File: src/rtl/fetch_queue_unit.sv
// fetch_queue_unit: instruction fetch stage ahead of decode.
// Owns the fetch PC and issues requests to the instruction cache, one
// outstanding at a time. Returned words go into a DEPTH-entry prefetch queue,
// and the queue head is presented to decode.
// Optional feature macro: FETCH_MISALIGN_CHECK_EN. When it is defined, a
// redirect to a misaligned target halts fetch and sets misalign_err. When it
// is undefined, the low two bits of jump_target are ignored.
module fetch_queue_unit #(
    parameter logic [31:0] RESET_PC = 32'h0000_0000,
    parameter int unsigned DEPTH    = 4
) (
    input  logic        clk,
    input  logic        rst,
    input  logic        stall,
    input  logic        data_hazard,
    input  logic        jump_taken,
    input  logic [31:0] jump_target,
    output logic        ic_req,
    output logic [31:0] ic_addr,
    input  logic        ic_ack,
    input  logic [31:0] ic_data,
    output logic [31:0] instr,
    output logic [31:0] instr_pc,
    output logic        instr_valid,
    output logic        icache_stall,
    output logic        misalign_err
);

    localparam int unsigned PTR_W = $clog2(DEPTH);
    localparam int unsigned CNT_W = PTR_W + 1;

    typedef enum logic [1:0] {IDLE, REQ, DISCARD} state_t;

    state_t             state;
    logic [31:0]        fetch_pc;
    logic [31:0]        q_instr [DEPTH];
    logic [31:0]        q_pc    [DEPTH];
    logic [PTR_W-1:0]   rd_ptr;
    logic [PTR_W-1:0]   wr_ptr;
    logic [CNT_W-1:0]   count;

    logic               advance;
    logic               push;
    logic               pop;
    logic               space;
    logic               halted;
    logic               misaligned;
    logic [31:0]        target;

`ifdef FETCH_MISALIGN_CHECK_EN
    logic               err_q;

    assign misaligned   = jump_target[1:0] != 2'b00;
    assign target       = jump_target;
    assign misalign_err = err_q;

    // A misaligned redirect halts fetch; the next aligned redirect resumes it.
    always_ff @(posedge clk or posedge rst) begin
        if (rst) begin
            halted <= 1'b0;
            err_q  <= 1'b0;
        end else if (jump_taken) begin
            halted <= misaligned;
            err_q  <= misaligned;
        end
    end
`else
    logic               jt_low_unused;

    assign jt_low_unused = ^jump_target[1:0];
    assign misaligned    = 1'b0;
    assign target        = {jump_target[31:2], 2'b00};
    assign halted        = 1'b0;
    assign misalign_err  = 1'b0;
`endif

    assign advance      = instr_valid & ~stall & ~data_hazard;
    assign push         = (state == REQ) & ic_ack & ~jump_taken;
    assign pop          = advance & ~jump_taken;
    assign space        = count < CNT_W'(DEPTH);

    assign instr_valid  = count != '0;
    assign icache_stall = count == '0;
    assign instr        = instr_valid ? q_instr[rd_ptr] : '0;
    assign instr_pc     = instr_valid ? q_pc[rd_ptr]    : '0;

    // Request FSM: issue a request, wait for ack, and drop the response when a redirect raced it.
    always_ff @(posedge clk or posedge rst) begin
        if (rst) begin
            state    <= IDLE;
            fetch_pc <= RESET_PC;
            ic_req   <= 1'b0;
            ic_addr  <= RESET_PC;
        end else begin
            case (state)
                IDLE: begin
                    if (jump_taken) begin
                        fetch_pc <= target;
                    end else if (space && !halted) begin
                        ic_req  <= 1'b1;
                        ic_addr <= fetch_pc;
                        state   <= REQ;
                    end
                end
                REQ: begin
                    if (ic_ack) begin
                        ic_req   <= 1'b0;
                        state    <= IDLE;
                        fetch_pc <= jump_taken ? target : fetch_pc + 32'd4;
                    end else if (jump_taken) begin
                        // The request stays up at the old address; its data is discarded on arrival.
                        fetch_pc <= target;
                        state    <= DISCARD;
                    end
                end
                DISCARD: begin
                    if (jump_taken) begin
                        fetch_pc <= target;
                    end
                    if (ic_ack) begin
                        ic_req <= 1'b0;
                        state  <= IDLE;
                    end
                end
                default: begin
                    state  <= IDLE;
                    ic_req <= 1'b0;
                end
            endcase
        end
    end

    // Queue pointers and occupancy; a redirect flushes even when the head is being popped.
    always_ff @(posedge clk or posedge rst) begin
        if (rst) begin
            rd_ptr <= '0;
            wr_ptr <= '0;
            count  <= '0;
        end else if (jump_taken) begin
            rd_ptr <= '0;
            wr_ptr <= '0;
            count  <= '0;
        end else begin
            if (push) begin
                wr_ptr <= wr_ptr + PTR_W'(1);
            end
            if (pop) begin
                rd_ptr <= rd_ptr + PTR_W'(1);
            end
            case ({push, pop})
                2'b10:   count <= count + CNT_W'(1);
                2'b01:   count <= count - CNT_W'(1);
                default: count <= count;
            endcase
        end
    end

    // Queue storage: write the returned word together with the PC it was fetched from.
    always_ff @(posedge clk) begin
        if (push) begin
            q_instr[wr_ptr] <= ic_data;
            q_pc[wr_ptr]    <= fetch_pc;
        end
    end

endmodule

File: config.mk
export PLATFORM = sky130hd
export DESIGN_NAME = fetch_queue_unit
export DESIGN_NICKNAME = d
export VERILOG_FILES = /design/src/rtl/fetch_queue_unit.sv
export SDC_FILE = /design/constraint.sdc
export NUM_CORES = 1
export LEC_CHECK = 0
export CAP_MARGIN = 20
export CORE_MARGIN = 10
export CORE_UTILIZATION = 23
export CTS_BUF_LIST = sky130_fd_sc_hd__clkbuf_2
export DETAILED_ROUTE_END_ITERATION = 16
export GPL_TIMING_DRIVEN = 0
export PLACE_DENSITY_LB_ADDON = 0.2
export SYNTH_ARGS = -nofsm -noshare
export SYNTH_HDL_FRONTEND = slang
export SYNTH_SLANG_ARGS = --single-unit
File: constraint.sdc
create_clock -name clk -period 3.1 [get_ports clk]
set_clock_uncertainty 0.1 [all_clocks]
set_input_delay 0.31 -clock clk [delete_from_list [all_inputs] [get_ports clk]]
set_output_delay 0.31 -clock clk [all_outputs]
set_load 0.01 [all_outputs]
==> results.cfg, run 1 <==
[status]
status = completed

[clocking]
htreeDepth = 3
path_clk_slew_ns = 0.09
cts-buffers-inserted = 92
cts_tree = yes
cts_root_buf = clkbuf_2
clockBufferDepth = 3
clock_sinks = 330
clk_latency_ns = 1.01

[synth]
synth_nets = 864
synthFlopType = edfxtp_1
netlist_area_um2 = 13500
avgSynthCellArea_um2 = 17.22
synth_cells = 784
ys_ff_latch = 330
synth_warnings = 0
ys_types = 57
synth_edf_count = 256
async_flop_share = 0.2242
seq_area_frac_synth = 0.7064

[worst_setup_path]
crit_fanout = 7
crit_buf_inv = 4
r2r_slack_ns = 0.41
arrival_ns = 2.61
critPathKind = reg2out
critical_path.top_delay_family = buffers and inverters
cpMostUsedCell = buf_12
path_cells = buf_12 > buf_12 > buf_6 > mux4_2 > and2_1 > buf_2
cp_slowest_cell = mux4_2
crit_path_end_kind = output pin
required_ns = 2.69
start_kind = register
cp_slowest_stage_delay_ns = 0.51

[global_routing]
grt.busiest_layer = met2
antenna_found_initial = 1
grt_max_degree = 61
grt_pass1_wl_mm = 61.19
grt-ovfl-total = 0
gr-usage-met1 = 0.1509
grtUsageTotal = 0.1186
first_global_vias = 9295
grt_util_met3 = 0.03374
use_met2 = 0.1840

[min_path]
hp-class = in2reg

[sta]
slew_headroom = 0.4538
worst_pin_slew_ns = 0.8175
fin_crit_ns = 3.018
finalHoldViolations = 0
post-route-period-util = 0.9736
fmax_mhz = 331.3
fin_ws_ns = 0.08181
fin_hold_ws_ns = 0.2394
rsz0062_at_grt = yes
setup_violations = 0
final.setup.tns_ns = 0
slew_violations = 0

[detailed_routing]
viasPerCell = 4.300
detail_route.drc_violations = 0
wire_per_inst_um = 20.79
first_pass_iters = 4
ant_nets = 0
vias = 8532
drtIter0Drc = 483
routed_wirelength_mm = 41.24

[pwr]
finalPower_mw = 14.03
pwr-share-seq = 0.412
combPwrFrac = 0.359
p_int_mw = 9.479
peakVddDrop_uv = 239.9
clkPwrFrac = 0.229
power_density_nw_per_um2 = 756.0
p_leak_nw = 6.663
power.switching_mw = 4.546
netSwitchingFraction = 0.3241

[die]
die_width_um = 262.3
die_h_um = 262.3
initial_core_util = 0.2332
io_pins = 170
core-area_um2 = 57920
die_area_um2 = 68810
rows = 88

[finish]
area_growth_pct = 37.39
final-seq-area_um2 = 9542
layout_common_cells = edfxtp_1 (256), clkbuf_2 (139), clkdlybuf4s50_1 (98), dfrtp_1 (72), dlygate4sd3_1 (70)
multiInputGateArea_um2 = 3854
nNetsFinal = 1227
drive_above_1_share = 0.3530
fill_cells = 5829
post-route-util = 0.3203
final_common_cell = edfxtp_1

[place]
portBuffers = 164
dpl.hpwl_mm = 25.88
pre_cts_slack_ns = -0.2725
gp_congestion = 0.7899

[job]
max-cap-violations = 0
==> synthesized netlist by cell type (2+ instances only) <==
cell type  count  share of area
o21ai_0       21         0.0078
edfxtp_1     256           0.57
a22oi_1       10         0.0056
nand4_1        7         0.0032
nor2_1        30         0.0083
nor3b_1        2         0.0011
a311oi_1       4         0.0026
clkbuf_1      26         0.0072
or3_1          3         0.0014
o2bb2ai_1      2         0.0013
mux4_2        64           0.11
and3_1        14         0.0065
mux2i_1        4         0.0030
nand3_1       21         0.0078
nor3_1        13         0.0048
nand2_1       19         0.0053
o22a_1         3         0.0019
xnor2_1        4         0.0026
buf_4          3         0.0017
nor2b_1        2        0.00093
nor4_4         2         0.0032
xor2_1         2         0.0013
inv_1         12         0.0033
a31oi_1        3         0.0014
buf_1          6         0.0017
o22ai_1        7         0.0032
dfrtp_1       74           0.14
o211ai_1       2         0.0011
buf_2         10         0.0037
a21oi_1       13         0.0048
and2_1        72          0.033
mux2_2        32          0.027
o31a_1         4         0.0026
o311ai_0       4         0.0026
a211oi_1       3         0.0017
ha_1           9         0.0083
==> final timing paths <==
kind                              from     endpoint  cells past startpoint
min                             ic_ack    wr_ptr[1]                      5
max reg2reg                   count[2]     count[2]                      8
max in group asynchronous          rst    rd_ptr[0]                      5
max                          rd_ptr[0]  instr_pc[5]                      6
min reg2reg                ic_addr[14]  ic_addr[14]                      1
min in group asynchronous          rst  ic_addr[10]                      4
==> layer usage <==
metal	vias to the layer above	wire length [um]
met1	4342	18410
met2	255	19320
met4	0	1088
met3	69	2427
li1	3866	-
met5	-	0
==> cell type report <==
| type | instances | share of cell area |
|---|---|---|
| sequential | 330 | 0.5143 |
| multi-input combinational | 396 | 0.2077 |
| timing repair buffer | 271 | 0.1544 |
| tap | 765 | 0.05159 |
| clock buffer | 135 | 0.03642 |
| buffer | 43 | 0.02300 |
| clock inverter | 30 | 0.009711 |
| inverter | 13 | 0.002765 |
| antenna | 1 | 0.0001349 |
==> power groups by stage <==
stage / Clock (mW) / Sequential (mW) / Combinational, mW
after CTS: 3.42 / 5.79 / 4.85
final: 3.21 / 5.78 / 5.04
after global routing: 3.67 / 5.86 / 5.46
after global placement: 0 / 5.90 / 4.07
after detailed placement: 0 / 5.90 / 4.10
after floorplan: 0 / 5.82 / 1.87
==> through the flow <==
| stage | instances | instance area [um^2] |
|---|---|---|
| 2_1_floorplan | 784 | 13500 |
| 3_3_place_gp | 1713 | 16100 |
| 3_5_place_dp | 1718 | 16250 |
| 4_1_cts | 1981 | 18410 |
| 5_1_grt | 1984 | 18550 |
| 6_report | 1984 | 18550 |
==> tightest hold or removal path: stages <==
cell,delay (ns)
dlygate4sd3_1,0.54
buf_4,0.15
nand2_1,0.15
nand2_1,0.10
a21oi_1,0.06
==> cell families after synthesis <==
group | after synthesis | synth area share
mux | 101 | 0.1372
compound gates | 81 | 0.03993
other cells | 1 | 0.0002777
flops | 330 | 0.7064
simple gates | 197 | 0.08459
fa+ha+maj | 10 | 0.009821
buf+inv | 58 | 0.01788
xor+xnor | 6 | 0.003891
==> timing repair <==
action / in CTS / in global routing
pin swaps: 31 / 10
gates resized for setup: 373 / 93
buffers inserted: 21 / 6
cloned: 8 / 1
endpoints found under the setup margin: 66 / 61
hold buffers: 70 / 0
hold endpoints to repair: 289 / 0
==> flip-flops by register name, indices dropped and copies added (netlist names) <==
signal    count
count         3
fetch_pc     32
ic_addr      32
ic_req        1
q_instr     128
q_pc        128
rd_ptr        2
state         2
wr_ptr        2
Power figures use the tool's default switching activity.
==> inputs of run 2 (changes only) <==
Settings changed: CAP_MARGIN 20 to not set, SLEW_MARGIN set to 30.
==> run 2 against run 1 <==
Cell count increased by 0.35%. Critical endpoint is now instr_pc[18]. Via count decreased by 0.28%. Maximum frequency decreased by 1.4%.
==> results.cfg, run 2 (synthesis gave the netlist of run 1 again) <==
[detailed_routing]
detail_route.drc_violations = 0
first_pass_iters = 5
wire_per_inst_um = 20.33
routed_wirelength_mm = 40.48
ant_nets = 0
drtIter0Drc = 543
vias = 8508
viasPerCell = 4.273

[global_routing]
grt_max_degree = 60
antenna_found_initial = 2
first_global_vias = 9251
grtUsageTotal = 0.1175
grt_pass1_wl_mm = 61.04
grt-ovfl-total = 0

[finish]
layout_common_cells = edfxtp_1 (256), clkbuf_2 (152), clkdlybuf4s50_1 (98), dfrtp_1 (72), dlygate4sd3_1 (69)
layout.cells.non_filler = 1991
nNetsFinal = 1228
fill_cells = 5804
reg.largest.list = q_instr: 128 flops, q_pc: 128 flops
drive_above_1_share = 0.3551
multiInputGateArea_um2 = 3831
final_common_cell = edfxtp_1
area_growth_pct = 36.24
postLayoutCellArea_um2 = 18400
final-seq-area_um2 = 9542

[worst_setup_path]
path_cells = buf_12 > buf_6 > buf_8 > buf_16 > mux4_2 > and2_4 > buf_6
start_kind = register
cpMostUsedCell = buf_6
crit_buf_inv = 5
required_ns = 2.69
r2r-start = state[1]
cp_slowest_stage_delay_ns = 0.45
arrival_ns = 2.65
crit_fanout = 5
critPathKind = reg2out
critical_path.top_delay_family = buffers and inverters
crit_path_start = rd_ptr[0]
crit_path_end_kind = output pin
cp_slowest_cell = mux4_2

[pwr]
peakVddDrop_uv = 231.9
combPwrFrac = 0.342
pwr-share-seq = 0.427
netSwitchingFraction = 0.3263
p_int_mw = 9.112
finalPower_mw = 13.52
p_leak_nw = 6.661
clkPwrFrac = 0.231
power.switching_mw = 4.413
power_density_nw_per_um2 = 735.1

[place]
dpl.hpwl_mm = 26.58
place_inst = 1722
placed_area_um2 = 16310
gp_congestion = 0.7899
portBuffers = 164

[sta]
slew_headroom = 0.4847
fin_crit_ns = 3.062
slew_violations = 0
worst_pin_slew_ns = 0.7713
final.setup.tns_ns = 0
post-route-period-util = 0.9877
fmax_mhz = 326.6
rsz0062_at_grt = yes
fin_hold_ws_ns = 0.1736
setup_violations = 0
finalHoldViolations = 0

[die]
initial_core_util = 0.2332
die_area_um2 = 68810
rows = 88
die_h_um = 262.3
die_width_um = 262.3
core-area_um2 = 57920
io_pins = 170

[clocking]
clock_sinks = 330
path_clk_slew_ns = 0.09
htreeDepth = 3
cts-buffers-inserted = 93
clockBufferDepth = 3
cts_tree = yes
cts_root_buf = clkbuf_2
clk_latency_ns = 1.02

[status]
status = completed

[job]
max-cap-violations = 0

[min_path]
hp-class = in2reg
min_from = ic_ack
run 2: changes by cell type in the layout (fill, tap and decap cells not counted), moves of 3 or more:
cell,delta
buf_2,+23
buf_6,-22
clkbuf_2,+13
and2_1,+9
and2_4,-9
buf_12,+9
clkinv_1,-6
buf_4,-3
clkbuf_16,-3
run 2: worst paths after layout:
path,end,slack [ns],cells after the start
max,instr_pc[18],0.04,7
min,ic_req,0.17,4
max reg2reg,q_instr[3][23],0.37,7
min reg2reg,ic_addr[14],0.41,1
max in group asynchronous,rd_ptr[0],1.66,5
min in group asynchronous,ic_addr[13],0.57,4
run 2: per-layer routing:
metal  track usage  vias up  wire length (um)
met5             0        -                13
met1        0.1506     4324             18250
met4       0.04659        2               888
li1              -     3875                 -
met2        0.1844      250             19030
met3       0.03327       57              2306
run 2: worst register-to-register path, cell delays in order, from the launching register on:
cell and delay [ns]:
dfrtp_1 0.42, inv_1 0.10, ha_1 0.28, nand2_1 0.20, nor2_1 0.25, and2_4 0.47
buf_12 0.26, buf_12 0.24
run 2: final cells by class:
class	count	area share
sequential	330	0.5186
multi-input combinational	396	0.2082
timing repair buffer	270	0.1506
tap	765	0.05203
clock buffer	150	0.04081
buffer	44	0.02176
clock inverter	22	0.004897
inverter	13	0.002924
antenna	1	0.0001360
run 2: stage by stage:
stage	utilization	setup slack, ns
2_1_floorplan	-	0.04600
3_3_place_gp	0.2780	-2.050
3_5_place_dp	0.2816	-0.09026
4_1_cts	0.3173	-0.1877
5_1_grt	0.3177	-0.1968
6_report	0.3177	0.03815
run 2: timing repair:
item | 4_1_cts | 5_1_grt
hold buffers | 69 | 0
cloned | 7 | 0
pin swaps | 19 | 6
resized for setup | 396 | 15
setup buffers | 21 | 1
endpoints found under the setup margin | 66 | 65
hold endpoints to repair | 267 | 0
run 2: power groups by stage:
stage	registers (mW)	clock network [mW]	logic, mW
final	5.78	3.12	4.63
after global routing	5.86	3.56	5.06
after CTS	5.79	3.31	4.77
after detailed placement	5.90	0	4.11
after global placement	5.90	0	4.07
after floorplan	5.82	0	1.87
